==> src/rtl/dct_row_quant.sv <==
// dct_row_quant: collects four even/odd DCT coefficient pairs into an 8-entry row, quantizes each
// coefficient by a per-position right shift and streams the row out. Define QUANT_ROUND_EN for rounding.
module dct_row_quant #(
    parameter logic [23:0] QSHIFT = 24'h8DA448
) (
    input  logic              clk,
    input  logic              rst,
    input  logic signed [7:0] e1,
    input  logic signed [7:0] o1,
    input  logic              in_valid,
    output logic              in_ready,
    output logic signed [7:0] out_data,
    output logic              out_valid,
    input  logic              out_ready,
    output logic              out_last,
    output logic              out_blk_last
);

    typedef enum logic {
        FILL  = 1'b0,
        DRAIN = 1'b1
    } state_t;

    state_t            state_q, state_d;
    logic [1:0]        pair_cnt_q, pair_cnt_d;
    logic [2:0]        idx_q, idx_d;
    logic [2:0]        row_cnt_q, row_cnt_d;
    logic signed [7:0] out_data_q, out_data_d;
    logic              out_valid_q, out_valid_d;
    logic              out_last_q, out_last_d;
    logic              out_blk_last_q, out_blk_last_d;
    logic signed [7:0] row_q [8];
    logic signed [7:0] row_d [8];
    logic [2:0]        q_pos;
    logic signed [7:0] q_val;

    function automatic logic [2:0] shift_of(input logic [2:0] pos);
        return QSHIFT[3*int'(pos) +: 3];
    endfunction

    // All arithmetic is 9-bit so that the bias add and the negation of -128 cannot overflow.
    function automatic logic signed [7:0] quant(input logic signed [7:0] x, input logic [2:0] s);
        logic signed [8:0] xw;
        logic signed [8:0] bias;
        logic signed [8:0] res;
        xw = {x[7], x};
`ifdef QUANT_ROUND_EN
        if (s == 3'd0) begin
            res = xw;
        end else begin
            bias = 9'sd1 <<< (s - 3'd1);
            if (!x[7]) res = (xw + bias) >>> s;
            else       res = -((-xw + bias) >>> s);
        end
`else
        bias = (9'sd1 <<< s) - 9'sd1;
        if (x[7]) res = (xw + bias) >>> s;
        else      res = xw >>> s;
`endif
        return res[7:0];
    endfunction

    // One shared quantizer: position 0 when launching a row, otherwise the next drain position.
    assign q_pos = (state_q == FILL) ? 3'd0 : idx_q + 3'd1;
    assign q_val = quant(row_q[q_pos], shift_of(q_pos));

    always_comb begin
        // NOTE: every variable gets a default before any branch, so no path can infer a latch.
        state_d        = state_q;
        pair_cnt_d     = pair_cnt_q;
        idx_d          = idx_q;
        row_cnt_d      = row_cnt_q;
        out_data_d     = out_data_q;
        out_valid_d    = out_valid_q;
        out_last_d     = out_last_q;
        out_blk_last_d = out_blk_last_q;
        row_d          = row_q;

        case (state_q)
            FILL: begin
                if (in_valid) begin
                    row_d[{pair_cnt_q, 1'b0}] = e1;
                    row_d[{pair_cnt_q, 1'b1}] = o1;
                    pair_cnt_d = pair_cnt_q + 2'd1;
                    if (pair_cnt_q == 2'd3) begin
                        state_d        = DRAIN;
                        idx_d          = 3'd0;
                        out_data_d     = q_val;
                        out_valid_d    = 1'b1;
                        out_last_d     = 1'b0;
                        out_blk_last_d = 1'b0;
                    end
                end
            end
            DRAIN: begin
                if (out_ready) begin
                    if (idx_q != 3'd7) begin
                        idx_d          = idx_q + 3'd1;
                        out_data_d     = q_val;
                        out_last_d     = (idx_q == 3'd6);
                        out_blk_last_d = (idx_q == 3'd6) && (row_cnt_q == 3'd7);
                    end else begin
                        state_d        = FILL;
                        idx_d          = 3'd0;
                        pair_cnt_d     = 2'd0;
                        row_cnt_d      = row_cnt_q + 3'd1;
                        out_valid_d    = 1'b0;
                        out_last_d     = 1'b0;
                        out_blk_last_d = 1'b0;
                    end
                end
            end
            default: state_d = FILL;
        endcase
    end

    always_ff @(posedge clk or negedge rst) begin
        if (!rst) begin
            state_q        <= FILL;
            pair_cnt_q     <= 2'd0;
            idx_q          <= 3'd0;
            row_cnt_q      <= 3'd0;
            out_data_q     <= 8'sd0;
            out_valid_q    <= 1'b0;
            out_last_q     <= 1'b0;
            out_blk_last_q <= 1'b0;
        end else begin
            state_q        <= state_d;
            pair_cnt_q     <= pair_cnt_d;
            idx_q          <= idx_d;
            row_cnt_q      <= row_cnt_d;
            out_data_q     <= out_data_d;
            out_valid_q    <= out_valid_d;
            out_last_q     <= out_last_d;
            out_blk_last_q <= out_blk_last_d;
        end
    end

    // NOTE: the row buffer is deliberately left out of reset; it is always rewritten before it is read.
    always_ff @(posedge clk) begin
        row_q <= row_d;
    end

    assign in_ready     = (state_q == FILL);
    assign out_data     = out_data_q;
    assign out_valid    = out_valid_q;
    assign out_last     = out_last_q;
    assign out_blk_last = out_blk_last_q;

endmodule

==> config.mk <==
export PLATFORM = sky130hd
export DESIGN_NAME = dct_row_quant
export DESIGN_NICKNAME = d
export VERILOG_FILES = /design/src/rtl/dct_row_quant.sv
export SDC_FILE = /design/constraint.sdc
export NUM_CORES = 1
export LEC_CHECK = 0
export CAP_MARGIN = 10
export CORE_MARGIN = 5
export CORE_UTILIZATION = 35
export DETAILED_ROUTE_END_ITERATION = 10
export GPL_ROUTABILITY_DRIVEN = 1
export GPL_TIMING_DRIVEN = 0
export PLACE_DENSITY = 0.49
export SETUP_SLACK_MARGIN = 0.2
export SYNTH_ARGS = -nofsm -noshare
export SYNTH_HDL_FRONTEND = slang
export SYNTH_SLANG_ARGS = --single-unit
==> constraint.sdc <==
create_clock -name clk -period 5.3 [get_ports clk]
set_input_delay 1.06 -clock clk [delete_from_list [all_inputs] [get_ports clk]]
set_output_delay 1.06 -clock clk [all_outputs]
set_load 0.03 [all_outputs]
==> After elaboration in Yosys (flattened, before gate mapping) <==
Cells that the tools add are included.
{ "op_classes": {"n_eq_ne": 9, "n_shift": 4, "add_sub_neg": 5, "reduce_logical": 9, "n_mul": 1, "n_lt_le_gt_ge": 5, "bitwise": 5, "muxes": 43} }
{ "op_table": {"columns": ["op", "n"], "rows": [
  ["bitwise mux 64 bit", 2],
  ["two-way mux 8 bit", 9],
  ["demux 8 bit (select 3 bit)", 2],
  ["binary-select mux 8 bit (select 3 bit)", 1],
  ["indexed part select 24 x 6 -> 3 bit, first input constant", 1],
  ["one-hot mux 8 bit (2 select lines)", 1],
  ["two-way mux 3 bit", 5],
  ["two-way mux 1 bit", 14],
  [">= comparator 4 bit, second input constant", 3],
  ["inverter 3 -> 4 bit", 3],
  ["adder 8 x 9 -> 9 bit", 1],
  ["AND reduction 3 bit", 3],
  ["<<< shifter 2 x 3 -> 9 bit, first input constant", 1],
  [">>> shifter 9 x 3 -> 8 bit", 1],
  ["subtractor 9 x 2 -> 9 bit, second input constant", 1],
  ["< comparator 4 x 1 -> 1 bit, second input constant", 2],
  ["one-hot mux 1 bit (2 select lines)", 4],
  ["AND reduction 4 bit", 2],
  [">>> shifter 8 x 3 -> 8 bit", 1],
  ["adder 3 x 1 -> 3 bit, second input constant", 2],
  ["equality test 3 bit, second input constant", 2],
  ["two-way mux 2 bit", 3],
  ["!= test 2 bit, second input constant", 3],
  ["one-hot mux 3 bit (2 select lines)", 1],
  ["9 further kinds", 13]
]} }
{ "totals": {"regBits": 84, "wordCells": 97} }

==> Longest topological paths before layout <==
{ "depth": {"depth_word": 12, "ltp_mapped": 22, "mapped_depth_nobuf": 17} }

==> Worst setup path after synthesis <==
OpenSTA, ideal clock, no wires.
{ "synth_path": {"kind": "register to register", "startpoint": "register idx_q[0]", "endpoint": "register out_data_q[5] (netlist: out_data[5])", "synth_period_minus_slack_ns": 4.354, "path_buffers": 5, "t_required_ns": 5.210, "stages_incl_launch_ff": 22, "path_slack_ns": 0.946, "arrival_time_ns": 4.264, "cell_sequence": "dfrtp_1 buf_6 buf_6 inv_1 ha_1 buf_6 buf_4 buf_4 xor2_1 and2_1 nor3_1 inv_1 ha_1 inv_1 ha_1 a211oi_1 o21ai_0 a31o_2 a21oi_1 xnor2_1 or4_1 o2111ai_1"} }
{ "synth_between": {"elab_chain_cells": 12, "word_cells_on_any_way": 22} }
{ "synth_rtl": {"columns": ["item", "line", "text"], "rows": [
  ["start, declared", "26", "logic [2:0] idx_q, idx_d;"],
  ["start signal, assigned", "130", "idx_q <= idx_d;"],
  ["adder 3 x 1 -> 3 bit", "64", "assign q_pos = (state_q == FILL) ? 3'd0 : idx_q + 3'd1;"],
  ["two-way mux 3 bit", "64", null],
  ["multiplier 2 x 3 -> 5 bit / inverter 3 -> 4 bit (equally long branches)", "38, 65", null],
  ["indexed part select 24 x 6 -> 3 bit / binary-select mux 8 bit (select 3 bit) (equally long branches)", "38, 65", null],
  ["<<< shifter 2 x 3 -> 9 bit / two-way mux 8 bit (equally long branches)", "56, 65", null],
  ["subtractor 9 x 2 -> 9 bit / two-way mux 8 bit (equally long branches)", "56, 65", null],
  ["adder 8 x 9 -> 9 bit", "57", "if (x[7]) res = (xw + bias) >>> s;"],
  [">>> shifter 9 x 3 -> 8 bit", "57", null],
  ["two-way mux 8 bit", "57", null],
  ["two-way mux 8 bit (on tied branches)", "97, 85", null],
  ["two-way mux 8 bit (on tied branches)", "96, 81", null],
  ["one-hot mux 8 bit (2 select lines)", "79", "case (state_q)"],
  ["end signal, assigned", "132", "out_data_q <= out_data_d;"],
  ["end, declared", "28", "logic signed [7:0] out_data_q, out_data_d;"]
]} }
Parallel ways exist; a longest one is shown, timed or not. The select of a mux whose other input is x is not followed.
A chain may end at the register's enable or synchronous reset.

==> Worst setup path after layout <==
Ends and elaborated chain as after synthesis.

==> summary.txt <==
Yosys
  – Synth Register Bits: between 80 and 90
  – Syn avg cell area: 12.1 µm²
  – Post-Synthesis Cell Area: 4550 µm²
  – Ys flop type: edfxtp_1
  – Distinct cells, synth: 63
  – Seq/Total Area, Yosys: 0.532
  – Syn Inst Count: roughly 380
  – FFs w/ async S/R, synth: 0.238
  – Ys Warns: 0
  – Post-synth EDFFs: 64

Floorplanning
  – Die Span Y: roughly 120 µm
  – Initial cell density of the core: 0.359
  – Die area: roughly 15,000 µm²
  – Die W: 124 µm
  – Core area: 12,700 µm²
  – Row count: between 40 and 50
  – I/O pins: 32

Worst setup path
  – Crit Path Category: reg -> reg
  – Worst EP required: 5.55 ns
  – CP arrival: 5.05 ns
  – CP startpoint kind: flip-flop
  – Worst Setup End Kind: flip-flop
  – Peak fanout along the critical path: 10

Cells and area
  – Most frequent cells in the layout: 64 x edfxtp_1, 38 x and2_1, 31 x inv_1, 31 x clkdlybuf4s50_1
  – Area growth from synthesis to layout: 18.2%
  – Post-layout util: 0.425
  – Commonest non-fill, non-tap cell in the layout: edfxtp_1
  – Fillers: ~1,200
  – ANT cells: 0
  – Final net count: approximately 460
  – Fin area: about 5400 µm²
  – Layout cell share with drive strength beyond 1: 0.135

Drt
  – Final wirelength: around 10,000 µm
  – Via count: ~3,000
  – Final ANT Viol Nets: 0
  – DR iter-0 viols: about 230
  – Via/cell ratio: ~5
  – Pre-antenna DRT Iters: 4
  – Drt drc: 0
  – Drt wl/cell: between 15 and 20 µm

Global routing
  – Met3 Track Usage GR: 0.0245
  – Total gr overflow: 0
  – First-pass GRT wire length: ~16,000 µm
  – Gr busiest metal: met2
  – Total GRT Usage: 0.144
  – Routing usage on met1: 0.193
  – Antenna violations before repair: 0
  – Largest net degree at the start of global routing: 21
  – Met2 Resource Use GR: 0.233
  – Number of global-route vias before repair: ~3,000

STA
  – Slew at the pin with the worst max-slew slack: between 0.8 and 0.9 ns
  – Clock period minus worst slack: 4.80 ns
  – Final Hold Viols: 0
  – Worst clock skew: roughly 0.0044 ns
  – Sum Neg Setup Slack: 0 ns
  – Slew headroom: 0.400
  – Final Cycle Share: 0.906
  – Unrepaired setup endpoints after global routing: no
  – Pins Over Slew Limit: 0
  – Max Freq: about 0.21 GHz
  – Setup violations, final: 0

CTS
  – Total clock buffers created by CTS: 9
  – # clock sinks: 84
  – Root buffer selected by CTS: clkbuf_16
  – CTS tree: done
  – Clock Tree Buf Depth: 2
  – Latest clock arrival within the worst-skew pair: around 0.34 ns
  – H-tree level count: 3
  – Setup repair bufs after CTS: 0
  – Clock slew at reported path FFs: 0.06 ns

Placement
  – Dpl cell area: just over 5000 µm²
  – Post-DP HPWL: about 7300 µm
  – Buffers on Ports: 31
  – Final Wtd Congestion: between 0.7 and 0.8

Run status
  – Status: complete, no violations

Run
  – Max Cap Violations: 0

Min path
  – Worst hold path type: reg -> reg
-- layer usage --
layer | share of wire | vias up | routed length, µm
met3 | 0.042 | 10 | 427
li1 | - | 1461 | -
met2 | 0.48 | 63 | 4910
met5 | 0 | - | 0
met4 | 0.015 | 0 | 149
met1 | 0.46 | 1457 | 4700
-- Yosys cell counts, types with 7 or more instances --
cell	number	area, µm²
dfrtp_1	20	500
ha_1	24	300
nor2_1	26	97.6
a21oi_1	12	60.1
inv_1	31	116
nand2_1	25	93.8
mux4_2	7	158
edfxtp_1	64	1920
mux2i_1	9	90.1
and2_1	38	238
o21ai_0	11	55.1
-- cells by family after synthesis --
group,after synthesis,share of synthesized area
DFF,84,0.532
muxes,24,0.0767
buffers and inverters,45,0.0451
other,2,0.00165
AOI/OAI and AO/OA,80,0.140
adders and majority gates,25,0.0704
xor gates and xnor gates,7,0.0135
and+or+nand+nor,108,0.121
-- area by class of cell --
type,count,area (µm²),area share
repair buffers,31,310,0.0577
well taps,172,215,0.0400
inverters,33,126,0.0235
clock buffers,10,229,0.0426
plain buffers,12,82.6,0.0153
multi-input cells,247,1960,0.365
flip-flops and latches,84,2420,0.450
clock inverters,6,31.3,0.00581
-- repair_timing --
item / 4_1_cts / 5_1_grt
resized for setup: 2 / 7
hold endpoints to repair: 0 / 0
setup endpoints to repair: 2 / 5
hold buffers: 0 / 0
-- worst max-delay path, cell delays in order, from the launching register on --
cell and delay, ns:
dfrtp_1 0.38, buf_6 0.18, buf_6 0.18, inv_1 0.09, ha_1 0.31, buf_6 0.14, buf_4 0.19, buf_6 0.17
xor2_1 0.16, and2_1 0.24, nor3_4 0.30, inv_1 0.07, ha_1 0.28, inv_1 0.06, ha_1 0.31, a211oi_1 0.24
o21ai_0 0.17, a31o_2 0.26, a21oi_1 0.16, xnor2_1 0.16, or4_1 0.53, o2111ai_1 0.12
-- registers in the layout, summed over array words and instances, names as in the netlist --
signal / flops
pair_cnt_q: 2
out_valid: 1
out_blk_last: 1
out_data: 8
row_q: 64
out_last: 1
state_q: 1
idx_q: 3
row_cnt_q: 3
-- path summary, 6_finish.rpt --
kind,slack (ns),to,cells after the start,start
hold / removal,0.48,out_last,2,out_last
setup / recovery,0.50,out_data[5],21,idx_q[0]
max in group asynchronous,3.52,row_cnt_q[1],1,rst
min in group asynchronous,1.23,out_data[3],1,rst
hold reg to reg,0.48,out_last,2,out_last
setup reg to reg,0.50,out_data[5],21,idx_q[0]
-- through the flow --
stage | setup slack [ns] | cells | hold WS (ns)
global route | 0.215 | 595 | 0.495
global placement | 0.134 | 579 | 0.469
finish | 0.500 | 595 | 0.478
floorplan | 0.946 | 376 | 0.453
CTS | 0.285 | 595 | 0.487
detailed placement | 0.154 | 579 | 0.474
Power is not shown: default switching activity piles up to over one toggle a cycle in this logic, so the estimate is an artifact.
